File: config.mk
export PLATFORM = sky130hd
export DESIGN_NAME = mem_map_ctrl_flat
export DESIGN_NICKNAME = d
export VERILOG_FILES = /design/src/rtl/mem_map_ctrl_if.sv /design/src/rtl/mem_map_ctrl.sv /design/src/flat_wrapper.sv
export SDC_FILE = /design/constraint.sdc
export NUM_CORES = 1
export LEC_CHECK = 0
export ABC_AREA = 1
export CORE_UTILIZATION = 51
export CTS_CLUSTER_DIAMETER = 120
export CTS_CLUSTER_SIZE = 8
export DETAILED_ROUTE_END_ITERATION = 6
export PLACE_DENSITY = 0.86
export SETUP_SLACK_MARGIN = 0.2
export SLEW_MARGIN = 20
export SYNTH_ARGS = -nofsm -noshare
export SYNTH_HDL_FRONTEND = slang
export SYNTH_SLANG_ARGS = --single-unit
File: constraint.sdc
create_clock -name clk -period 7.1 [get_ports clk]
set_clock_uncertainty 0.05 [all_clocks]
set_input_delay 1.42 -clock clk [delete_from_list [all_inputs] [get_ports clk]]
set_output_delay 1.42 -clock clk [all_outputs]
set_load 0.005 [all_outputs]
File: src/rtl/mem_map_ctrl_if.sv
// CPU data-port bus between the CPU and the memory-map controller.
// The req/ack handshake plus read data and the bus-error flag.
interface mem_map_ctrl_if #(
    parameter int ADDR_W = 16,
    parameter int DATA_W = 16
);
    logic              req;
    logic              we;
    logic [ADDR_W-1:0] addr;
    logic [DATA_W-1:0] wdata;
    logic              ack;
    logic [DATA_W-1:0] rdata;
    logic              bus_err;

    modport master (output req, we, addr, wdata, input ack, rdata, bus_err);
    modport slave  (input req, we, addr, wdata, output ack, rdata, bus_err);
endinterface

File: src/rtl/mem_map_ctrl.sv
// Memory-map controller: decodes CPU accesses to RAM regions or the MMIO
// register file (status, sticky blank flags, IRQ mask, control registers).
module mem_map_ctrl #(
    parameter int                              ADDR_W      = 16,
    parameter int                              DATA_W      = 16,
    parameter int                              NUM_REGIONS = 4,
    parameter logic [ADDR_W*NUM_REGIONS-1:0]   REGION_BASE = {16'h4400, 16'h2400, 16'h2000, 16'h0000},
    parameter logic [8*NUM_REGIONS-1:0]        REGION_LOG2 = {8'd10, 8'd13, 8'd10, 8'd13},
    parameter logic [ADDR_W-1:0]               MMIO_BASE   = 16'h4800,
    parameter int                              NUM_MMIO    = 8,
    parameter int                              RD_LATENCY  = 1
) (
    input  logic                              clk,
    input  logic                              rst,
    mem_map_ctrl_if.slave                     bus,
    output logic [NUM_REGIONS-1:0]            o_region_en,
    output logic                              o_region_we,
    output logic [ADDR_W-1:0]                 o_region_addr,
    output logic [DATA_W-1:0]                 o_region_wdata,
    input  logic [NUM_REGIONS*DATA_W-1:0]     i_region_rdata,
    input  logic                              i_hbright,
    input  logic                              i_vbright,
    output logic [(NUM_MMIO-2)*DATA_W-1:0]    o_mmio_out,
    output logic                              o_irq
);
    localparam int                CNT_W    = $clog2(RD_LATENCY + 1);
    localparam logic [ADDR_W:0]   SIZE_ONE = 1;
    localparam logic [ADDR_W-1:0] MMIO_N   = ADDR_W'(NUM_MMIO);

    typedef enum logic [1:0] {S_IDLE, S_REGION, S_DONE} state_t;
    state_t r_state, w_next;

    logic [NUM_REGIONS-1:0] w_region_hit, r_sel;
    logic [ADDR_W-1:0]      w_region_off, w_off, w_mmio_off;
    logic                   w_found, w_mmio_hit, w_unmapped;
    logic [DATA_W-1:0]      w_mmio_rd, w_ram_rd, r_rdata;
    logic                   w_accept, w_cnt_last, w_done, w_mmio_wr;
    logic [CNT_W-1:0]       r_cnt;
    logic                   r_unmapped;
    logic                   r_hb_q, r_vb_q, r_hsticky, r_vsticky;
    logic [1:0]             r_mask;
    logic [DATA_W-1:0]      r_ctrl [2:NUM_MMIO-1];

    // Region decode: wrap-around subtraction makes the range check a single compare.
    always_comb begin
        w_region_hit = '0;
        w_region_off = '0;
        w_found      = 1'b0;
        w_off        = '0;
        for (int i = 0; i < NUM_REGIONS; i++) begin
            w_off = bus.addr - REGION_BASE[i*ADDR_W +: ADDR_W];
            if (!w_found && ({1'b0, w_off} < (SIZE_ONE << REGION_LOG2[i*8 +: 8]))) begin
                w_region_hit[i] = 1'b1;
                w_region_off    = w_off;
                w_found         = 1'b1;
            end
        end
    end

    assign w_mmio_off = bus.addr - MMIO_BASE;
    assign w_mmio_hit = !w_found && (w_mmio_off < MMIO_N);
    assign w_unmapped = !w_found && !w_mmio_hit;

    always_comb begin
        w_mmio_rd = '0;
        if (w_mmio_hit) begin
            if (w_mmio_off == '0)
                w_mmio_rd = DATA_W'({r_vsticky, r_hsticky, i_vbright, i_hbright});
            else if (w_mmio_off == ADDR_W'(1))
                w_mmio_rd = DATA_W'(r_mask);
            else
                for (int k = 2; k < NUM_MMIO; k++)
                    if (w_mmio_off == ADDR_W'(k)) w_mmio_rd = r_ctrl[k];
        end
    end

    always_comb begin
        w_ram_rd = '0;
        for (int i = 0; i < NUM_REGIONS; i++)
            if (r_sel[i]) w_ram_rd = w_ram_rd | i_region_rdata[i*DATA_W +: DATA_W];
    end

    always_ff @(posedge clk) begin
        if (!rst) r_state <= S_IDLE;
        else      r_state <= w_next;
    end

    always_comb begin
        w_next     = r_state;
        w_accept   = 1'b0;
        w_cnt_last = (r_cnt == CNT_W'(RD_LATENCY - 1));
        w_done     = 1'b0;
        case (r_state)
            S_IDLE: begin
                w_accept = bus.req;
                if (bus.req) w_next = w_found ? S_REGION : S_DONE;
            end
            S_REGION: if (w_cnt_last) w_next = S_DONE;
            S_DONE: begin
                w_done = 1'b1;
                w_next = S_IDLE;
            end
            default: w_next = S_IDLE;
        endcase
    end

    always_ff @(posedge clk) begin
        if (!rst) begin
            o_region_en    <= '0;
            o_region_we    <= 1'b0;
            o_region_addr  <= '0;
            o_region_wdata <= '0;
            r_sel          <= '0;
            r_unmapped     <= 1'b0;
            r_rdata        <= '0;
            r_cnt          <= '0;
        end else begin
            o_region_en <= '0;
            o_region_we <= 1'b0;
            if (w_accept) begin
                o_region_en    <= w_region_hit;
                o_region_we    <= bus.we & w_found;
                o_region_addr  <= w_region_off;
                o_region_wdata <= bus.wdata;
                r_sel          <= w_region_hit;
                r_unmapped     <= w_unmapped;
                r_rdata        <= w_mmio_rd;
                r_cnt          <= '0;
            end else if (r_state == S_REGION) begin
                r_cnt <= r_cnt + CNT_W'(1);
                if (w_cnt_last) r_rdata <= w_ram_rd;
            end
        end
    end

    // MMIO writes land on the accept edge, after the read value was sampled.
    assign w_mmio_wr = w_accept && bus.we && w_mmio_hit;

    always_ff @(posedge clk) begin
        if (!rst) begin
            r_hb_q    <= 1'b1;
            r_vb_q    <= 1'b1;
            r_hsticky <= 1'b0;
            r_vsticky <= 1'b0;
            r_mask    <= '0;
            for (int k = 2; k < NUM_MMIO; k++) r_ctrl[k] <= '0;
        end else begin
            r_hb_q    <= i_hbright;
            r_vb_q    <= i_vbright;
            r_hsticky <= (r_hb_q & ~i_hbright) |
                         (r_hsticky & ~(w_mmio_wr && w_mmio_off == '0 && bus.wdata[2]));
            r_vsticky <= (r_vb_q & ~i_vbright) |
                         (r_vsticky & ~(w_mmio_wr && w_mmio_off == '0 && bus.wdata[3]));
            if (w_mmio_wr && w_mmio_off == ADDR_W'(1)) r_mask <= bus.wdata[1:0];
            for (int k = 2; k < NUM_MMIO; k++)
                if (w_mmio_wr && w_mmio_off == ADDR_W'(k)) r_ctrl[k] <= bus.wdata;
        end
    end

    for (genvar g = 2; g < NUM_MMIO; g++) begin : g_mmio_out
        assign o_mmio_out[(g-2)*DATA_W +: DATA_W] = r_ctrl[g];
    end

    assign bus.ack     = w_done;
    assign bus.rdata   = w_done ? r_rdata : '0;
    assign bus.bus_err = w_done & r_unmapped;
    assign o_irq       = |({r_vsticky, r_hsticky} & r_mask);
endmodule

File: src/flat_wrapper.sv
// flat-port wrapper written by rule: the top's interface ports become plain ports
module mem_map_ctrl_flat 
#(
    parameter int                              ADDR_W      = 16,
    parameter int                              DATA_W      = 16,
    parameter int                              NUM_REGIONS = 4,
    parameter logic [ADDR_W*NUM_REGIONS-1:0]   REGION_BASE = {16'h4400, 16'h2400, 16'h2000, 16'h0000},
    parameter logic [8*NUM_REGIONS-1:0]        REGION_LOG2 = {8'd10, 8'd13, 8'd10, 8'd13},
    parameter logic [ADDR_W-1:0]               MMIO_BASE   = 16'h4800,
    parameter int                              NUM_MMIO    = 8,
    parameter int                              RD_LATENCY  = 1
)
  (clk, rst, o_region_en, o_region_we, o_region_addr, o_region_wdata, i_region_rdata, i_hbright, i_vbright, o_mmio_out, o_irq, bus_req, bus_we, bus_addr, bus_wdata, bus_ack, bus_rdata, bus_bus_err);
  mem_map_ctrl_if #(.ADDR_W(ADDR_W), .DATA_W(DATA_W)) bus_i ();
  input  logic clk;
  input  logic rst;
  output logic [NUM_REGIONS-1:0] o_region_en;
  output logic o_region_we;
  output logic [ADDR_W-1:0] o_region_addr;
  output logic [DATA_W-1:0] o_region_wdata;
  input  logic [NUM_REGIONS*DATA_W-1:0] i_region_rdata;
  input  logic i_hbright;
  input  logic i_vbright;
  output logic [(NUM_MMIO-2)*DATA_W-1:0] o_mmio_out;
  output logic o_irq;
  input wire logic [$bits(bus_i.req)-1:0] bus_req;
  input wire logic [$bits(bus_i.we)-1:0] bus_we;
  input wire logic [$bits(bus_i.addr)-1:0] bus_addr;
  input wire logic [$bits(bus_i.wdata)-1:0] bus_wdata;
  output wire logic [$bits(bus_i.ack)-1:0] bus_ack;
  output wire logic [$bits(bus_i.rdata)-1:0] bus_rdata;
  output wire logic [$bits(bus_i.bus_err)-1:0] bus_bus_err;
  assign bus_i.req = bus_req;
  assign bus_i.we = bus_we;
  assign bus_i.addr = bus_addr;
  assign bus_i.wdata = bus_wdata;
  assign bus_ack = bus_i.ack;
  assign bus_rdata = bus_i.rdata;
  assign bus_bus_err = bus_i.bus_err;
  mem_map_ctrl #(.ADDR_W(ADDR_W), .DATA_W(DATA_W), .NUM_REGIONS(NUM_REGIONS), .REGION_BASE(REGION_BASE), .REGION_LOG2(REGION_LOG2), .MMIO_BASE(MMIO_BASE), .NUM_MMIO(NUM_MMIO), .RD_LATENCY(RD_LATENCY)) u_core (.clk(clk), .rst(rst), .bus(bus_i), .o_region_en(o_region_en), .o_region_we(o_region_we), .o_region_addr(o_region_addr), .o_region_wdata(o_region_wdata), .i_region_rdata(i_region_rdata), .i_hbright(i_hbright), .i_vbright(i_vbright), .o_mmio_out(o_mmio_out), .o_irq(o_irq));
endmodule
# [Word level (Yosys, flattened, before mapping)]
# Memories as Yosys holds them, arrays and structs flattened.
# Index checks and enable logic that the tools add are counted.
[word_totals] mem_count=1 regBits=67 wordCells=149 ram_bits=96 out_inout_bits=152 inputBits=102
[mem_list] memory="u_core.r_ctrl" depth=6 word_bits=16 rd=6 rd_clocked_by_memory_dff=0 wr=6 line="mem_map_ctrl.sv:42" text="logic [DATA_W-1:0] r_ctrl [2:NUM_MMIO-1];"
[op_classes] magnitude_cmp=5 eq_ne=12 bitwise=23 n_reduce_logical=30 muxes=59 add_sub_neg=5
[ops] op="2-to-1 mux 16 bit" count=27
[ops] op="== test 16 x 3 -> 1 bit, second input constant" count=4
[ops] op="OR 16 bit" count=3
[ops] op="== test 16 x 2 -> 1 bit, second input constant" count=2
[ops] op="< comparator 16 x 11 -> 1 bit, second input constant" count=2
[ops] op="< comparator 16 x 14 -> 1 bit, second input constant" count=2
[ops] op="subtractor 16 x 14 -> 16 bit, second input constant" count=2
[ops] op="subtractor 16 x 15 -> 16 bit, second input constant" count=2
[ops] op="2-to-1 mux 1 bit" count=28
[ops] op="logical AND 1 bit" count=17
[ops] op="== test 16 x 1 -> 1 bit, second input constant" count=1
[ops] op="logical NOT 16 bit" count=1
[ops] op="< comparator 16 x 4 -> 1 bit, second input constant" count=1
[ops] op="OR 1 bit" count=8
[ops] op="bitwise AND 1 bit" count=6
[ops] op="2-to-1 mux 2 bit" count=3
[ops] op="AND reduction 2 bit" count=3
[ops] op="logical NOT 1 bit" count=5
[ops] op="inverter 1 bit" count=5
[ops] op="inequality test 2 bit, second input constant" count=2
[ops] op="one-hot mux 2 bit (2 select lines)" count=1
[ops] op="OR reduction 2 bit" count=2
[ops] op="bitwise AND 2 bit" count=1
[ops] op="== test 2 x 1 -> 1 bit, second input constant" count=1
[ops] op="5 further kinds" count=5

# [Depth between registers and ports, before layout]
# Gate-level depths: netlist (run 1).
[logic_depth] word_depth=19 mapped_depth=20 ltp_nobuf=19

# [Worst setup path before layout (run 1)]
# OpenSTA, ideal clock, no wires.
[synth_path] kind="in2reg" start="in bus_addr[11]" end="mem u_core.r_ctrl[7][0], enable pin" path_slack_ns=2.708 n_path_buf=2 arrival_ns=3.931 cell_stages=14 setup_ns=0.411 required_time_ns=6.639 cell_sequence="inv_1 > ha_1 > inv_1 > nand2_1 > nand2_1 > nand2_1 > nand2_1 > nor2_2 > nand3_2 > inv_2 > buf_6 > nand2_1 > buf_2 > o21ai_0"
[synth_rtl] item="start: declaration" line="flat_wrapper.sv:28" text="input wire logic [$bits(bus_i.addr)-1:0] bus_addr;"
[synth_rtl] item="end: declaration" line="mem_map_ctrl.sv:42"

==> summary.md, run 1 <==
| Metric | Value |
|---|---|
| Status | finished clean |
| PortBufs | 253 |
| H-tree depth | 4 |
| Worst relative slew slack | 37.4% |
| Distinct cells, synth | 42 |
| Total chip power | between 2 and 2.5 mW |
| Worst-path fanout max | 25 |
| Final hold vios | 0 |
| Final core utilization | 73.5% |
| Non-filler cells, final | 1357 |
| GR Util All Layers | around a third |
| Grt ovf | 0 |
| Clock latency on the worst-skew pair | 0.44 ns |
| Mean Syn Cell Area | 8.70 um2 |
| DIE AREA | 0.0161 mm2 |
| Setup bufs post-CTS | 0 |
| Fin. max-slew vios | 0 |
| Worst min path class | register to register |
| Worst Max-Slew Pin Slew | 0.936 ns |
| Multi-input logic area | 0.00320 mm2 |
| Hold_ws | ~0.37 ns |
| Critical path's largest stage delay | between 0.8 and 0.9 ns |
| Final instance area | 0.0112 mm2 |
| Die Span Y | approximately 130 um |
| Setup crit start | bus_addr[13] |
| Final setup fails | 0 |
| Initial antenna violation count | 2 |
| Combinational share of power | between 10% and 20% |
| Top delay family on crit path | simple AND/OR/NAND/NOR gates |
| CTS Buffer Depth | 2 |
| PostCTS Resize Cnt | 0 |
| Total wire length | approximately 27000 um |
| Hold bufs inserted after CTS | 0 |
| Net switching power | ~0.56 mW |
| Final setup TNS | 0 ns |
| FMAX | 0.218 GHz |
| Io pins | 254 |
| MaxCap Viol Count | 0 |
| Vias | 7639 |
| Cell Area, Synth | 0.00796 mm2 |
| Global-route wire length before repair | 40400 um |
| Worst hold start | u_core.o_region_addr[14] |
| Cell with the most instances on the worst path | nand2_1 |
| CTS clk-pin slew, worst paths | 0.06 ns |
| Min Clock Period, post-route | 4.59 ns |
| P_leak | 4.46 nW |
| WL/cell | between 15 and 20 um |
| Placed cells | roughly 1300 |
| DRC viols | 0 |
| Post-route setup slack | 2.51 ns |
| R2r setup slk | ~4.5 ns |
| Hpwl dp | between 20000 and 25000 um |
| Vias in the first global route | between 7000 and 8000 |
| CP Class | primary input to register |
| Number of nets in the layout | 1265 |
| Syn. warnings | 0 |
| Initial core utilization | a little over half |
| Pwr dens | 202 mW/mm2 |
| CP bufs+invs | 3 |
| CTS Sinks | 163 |
| DRT Pass-1 Iters | 6 |
| Root Buffer | clkbuf_16 |
| Crit path DAT | around 4.6 ns |
| Switching Share | 24.8% |
| Slowest cell on crit path | o21ai_2 |
| Die W | 127 um |
| ANT nets after route | 0 |
| Post-route clock period utilization | between 60% and 70% |
| Critical Path Start Type | primary input |
| CTS buffer count | 17 |
| Worst vdd ir | about 0.17 mV |
| Clk pwr share | between 40% and 50% |
| Share of layout cells above drive strength 1 | 8.14% |
| Main flop type after synthesis | edfxtp_1 |
| Mapped Nets | 1026 |
| RSZ-0062 raised after global routing | no |
| DRT iter0 DRCs | 749 |
| Sequential Power Share | 47.3% |
| Setup crit end kind | register |
| DP Worst Slack | between 1.5 and 2 ns |
| Core ar. | 0.0152 mm2 |
| CTS tree | done |
| Row cnt | 45 |
| Critical-path cell list | clkdlybuf4s50_1 -> inv_2 -> ha_1 -> nand2_1 -> nand2_1 -> nand2_1 -> nand2_1 -> nor2_2 -> nand3_2 -> inv_2 -> nand2_1 -> o21ai_2 |
| Gate Count Post-Synth | 915 |
| EDFF count, synth | 96 |
| Area after DPL | 0.0106 mm2 |
| Register Area | approximately 0.0042 mm2 |
| Synthesis-stage register bit count | 163 |
| Via/cell ratio | between 5 and 6 |
| Fill count | 1148 |
| Commonest non-fill, non-tap cell in the layout | clkdlybuf4s50_1 |
| Pint | ~1.7 mW |
| Worst endpoint required time | 7.11 ns |
| R2r startpoint | u_core.r_state[0] |
| GP Congestion | 0.979 |
| Most frequent cells in the layout | 252 x clkdlybuf4s50_1, 180 x nand2_1, 157 x nor2_1, 96 x edfxtp_1, 84 x inv_1 |
| Async SR Flop Fraction | 0% |
| Pin count of the biggest net entering global routing | 67 |
| Sequential fraction of the synthesis area | approximately 53% |
| Area Overhead vs Synth | 40.3% |
-- layer usage --
metal	GRT usage [%]	routed length, um
met5	0	0
met4	15.2	906
met3	8.27	2540
met2	58.0	13200
met1	39.3	10200
-- cell usage after synthesis, drive strengths merged, types with 3 or more instances --
master,instances,area (um2)
a21oi,36,180
a221oi,16,140
a22o,17,149
a31o,4,35.0
buf,16,105
clkbuf,23,86.3
dfxtp,67,1340
edfxtp,96,2880
ha,9,113
inv,91,342
nand2,186,711
nand3,66,408
nand3b,8,60.1
nand4,16,115
nor2,176,787
nor3,14,81.3
o21ai,51,255
or2,11,68.8
xor2,3,26.3
-- registers in the layout, summed over array words and instances, names as in the netlist, 2 cells and up --
| signal | count |
|---|---|
| u_core.o_region_addr | 16 |
| u_core.r_sel | 4 |
| u_core.r_mask | 2 |
| u_core.r_rdata | 16 |
| u_core.o_region_en | 4 |
| u_core.r_state | 2 |
| u_core.r_ctrl | 96 |
| u_core.o_region_wdata | 16 |
-- tightest hold or removal path: stages (launching register included) --
cell and delay [ns]:
dfxtp_1 0.31, inv_1 0.04, nor2_1 0.03
-- area by class of cell --
| type | count | area share (%) |
|---|---|---|
| antenna | 2 | 0.0448 |
| clock buffer | 19 | 3.88 |
| clock inverter | 13 | 1.34 |
| inverter | 92 | 3.09 |
| multi-input combinational | 621 | 28.7 |
| sequential | 163 | 37.8 |
| tap | 188 | 2.11 |
| timing repair buffer | 259 | 23.0 |
-- path summary, 6_finish.rpt --
kind,depth (start not counted),to
worst max-delay path,12,u_core.r_ctrl[7][13]
worst max register to register,10,u_core.r_ctrl[3][0]
worst min-delay path,2,u_core.o_region_addr[14]
worst min register to register,2,u_core.o_region_addr[14]
-- power by group through the flow --
stage          combinational [mW]  sequential (mW)  clock (mW)
4_1_cts                     0.266             1.07       0.917
5_1_grt                     0.288             1.07       0.957
2_1_floorplan               0.101             1.08           0
6_report                    0.268             1.07       0.918
3_3_place_gp                0.261             1.08           0
3_5_place_dp                0.265             1.09           0
-- logic make-up (layout without fill, tap and decap cells) --
| family | Yosys count | count (layout) | synth area share (%) |
|---|---|---|---|
| buffers and inverters | 131 | 383 | 6.74 |
| xor gates and xnor gates | 4 | 4 | 0.440 |
| other | 0 | 2 | 0 |
| DFF | 163 | 163 | 53.1 |
| AOI/OAI and AO/OA | 130 | 130 | 10.2 |
| adders and majority gates | 9 | 9 | 1.41 |
| and+or+nand+nor | 478 | 478 | 28.1 |
No activity file was read; power rests on OpenSTA's default activity.
==> run 2: changes to the inputs <==
CORE_UTILIZATION = 42   (was 51)
PLACE_DENSITY = 0.76   (was 0.86)
clock period = 4.04 ns   (was 7.1 ns; I/O delays follow)
==> run 2 against run 1 <==
Combinational power is 76% higher. Critical path depth is 2 higher. Design area grew 1.2%. Cell count rose by 3.5%. Flip-flop and latch count unchanged. Count of clock-buffer cells in the layout shrank 2. Clock power increased by 81%. Die area is 21% higher. Routed wire length up 1.4%. Non-clock buffer count up 8. Core utilization shrank 12 points. Global-route usage shrank 5.3 points.
==> summary.md, run 2 (synthesized netlist as in run 1, its figures left out) <==
| Metric | Value |
|---|---|
| Status | finished clean |
| Vias in the first global route | 7242 |
| Critical path's largest stage delay | approximately 0.7 ns |
| Number of nets in the layout | between 1000 and 1500 |
| CTS clk-pin slew, worst paths | 0.07 ns |
| Most frequent cells in the layout | 252 x clkdlybuf4s50_1, 180 x nand2_1, 157 x nor2_1, 96 x edfxtp_1, 84 x inv_1 |
| Critical-path cell list | clkdlybuf4s50_1 -> inv_2 -> ha_1 -> a21oi_1 -> xor2_1 -> nand2_1 -> nand3_4 -> inv_2 -> nand2_2 -> nor2_4 -> inv_2 -> nor2_8 -> nand4_4 -> nor2_1 |
| P_leak | roughly 4.5 nW |
| Min Clock Period, post-route | about 3.4 ns |
| Row cnt | 49 |
| PostCTS Resize Cnt | 0 |
| Non-filler cells, final | 1404 |
| CTS Sinks | about 160 |
| H-tree depth | 4 |
| Setup bufs post-CTS | 0 |
| DIE AREA | a little under 0.02 mm2 |
| Grt ovf | 0 |
| Worst vdd ir | 0.332 mV |
| CTS tree | done |
| Critical Path Start Type | primary input |
| RSZ-0062 raised after global routing | no |
| Combinational share of power | 11.8% |
| Post-route clock period utilization | 85.4% |
| Area Overhead vs Synth | 42.1% |
| Setup crit end kind | register |
| Worst-path fanout max | 16 |
| CTS Buffer Depth | 2 |
| Die Span Y | 140 um |
| ANT nets after route | 0 |
| Switching Share | around a quarter |
| PortBufs | between 200 and 300 |
| Final setup TNS | 0 ns |
| DRT iter0 DRCs | 700 |
| Die W | 140 um |
| Total wire length | 27200 um |
| Vias | 7511 |
| Worst endpoint required time | 4.26 ns |
| Fin. max-slew vios | 0 |
| Pin count of the biggest net entering global routing | 66 |
| Clock latency on the worst-skew pair | about 0.44 ns |
| Pwr dens | 354 mW/mm2 |
| Top reg by flops | u_core.r_ctrl |
| GR Util All Layers | approximately 28% |
| Core ar. | 0.0183 mm2 |
| DRC viols | 0 |
| Net switching power | roughly 1.1 mW |
| CTS buffer count | 17 |
| Hold bufs inserted after CTS | 0 |
| Worst Max-Slew Pin Slew | between 0.8 and 0.9 ns |
| DRT Pass-1 Iters | 6 |
| Commonest non-fill, non-tap cell in the layout | clkdlybuf4s50_1 |
| Worst relative slew slack | between 40% and 50% |
| Via/cell ratio | 5.35 |
| Global-route wire length before repair | ~41000 um |
| CP Class | primary input to register |
| Cell with the most instances on the worst path | inv_2 |
| Share of layout cells above drive strength 1 | between 8 and 9% |
| Sequential Power Share | between 40% and 50% |
| Placed cells | 1372 |
| Root Buffer | clkbuf_16 |
| MaxCap Viol Count | 0 |
| Initial core utilization | 43.6% |
| WL/cell | 19.4 um |
| Initial antenna violation count | 0 |
| Hpwl dp | 20600 um |
| Slowest cell on crit path | clkdlybuf4s50_1 |
| Worst min path class | register to register |
| Io pins | 254 |
| Final setup fails | 0 |
| Pint | 2.95 mW |
| N_diodes | 0 |
| Max reg flops | 96 |
| GP Congestion | approximately 0.93 |
| FMAX | between 0.2 and 0.3 GHz |
| Clk pwr share | ~41% |
| Final hold vios | 0 |
| Crit path DAT | ~3.7 ns |
==> run 2: worst paths after layout <==
check,start,end,slack (ns),depth (start not counted)
max,bus_addr[13],u_core.r_ctrl[4][2],0.59,14
min,u_core.o_region_addr[13],u_core.o_region_addr[13],0.38,2
max reg2reg,u_core.r_state[0],u_core.r_ctrl[4][2],1.38,9
min reg2reg,u_core.o_region_addr[13],u_core.o_region_addr[13],0.38,2
==> run 2: critical path, delay by kind of cell <==
| family | cells | cell delay (ns) |
|---|---|---|
| AO/OA/AOI/OAI | 1 | 0.17 |
| XOR/XNOR | 1 | 0.08 |
| buffers and inverters | 4 | 0.95 |
| adder cells (fa/ha/maj) | 1 | 0.23 |
| AND/OR/NAND/NOR | 7 | 1.42 |
==> run 2: area by class of cell <==
cell class | instances | area (um2)
Clock buffer | 17 | 425
Inverter | 92 | 345
Tap cell | 229 | 287
Sequential cell | 163 | 4220
Timing Repair Buffer | 267 | 2630
Multi-Input combinational cell | 621 | 3200
Fill cell | 1567 | 6960
Clock inverter | 15 | 193
==> run 2: power by group through the flow <==
stage	registers [mW]	clock network [mW]	logic, mW
3_5_place_dp	1.91	0	0.470
5_1_grt	1.88	1.74	0.510
2_1_floorplan	1.90	0	0.177
6_report	1.87	1.66	0.472
4_1_cts	1.87	1.67	0.473
3_3_place_gp	1.91	0	0.466
==> run 2: per-layer routing <==
layer	GRT usage, %	share of wire, %	vias to the layer above
li1	-	-	3562
met1	35.1	40	3519
met2	47.6	48	391
met3	6.85	9.6	39
met4	9.72	2.2	0
met5	0	0	-
==> run 2: through the flow <==
stage	setup slack (ns)	hold WS (ns)	power, mW	util (%)	instance area [um2]
floorplan	0.260	0.375	2.07	-	7960
global placement	0.357	0.368	2.38	58.5	10700
detailed placement	0.197	0.373	2.38	58.5	10700
CTS	0.582	0.384	4.02	61.9	11300
global route	0.349	0.420	4.13	61.9	11300
finish	0.592	0.384	4.01	61.9	11300
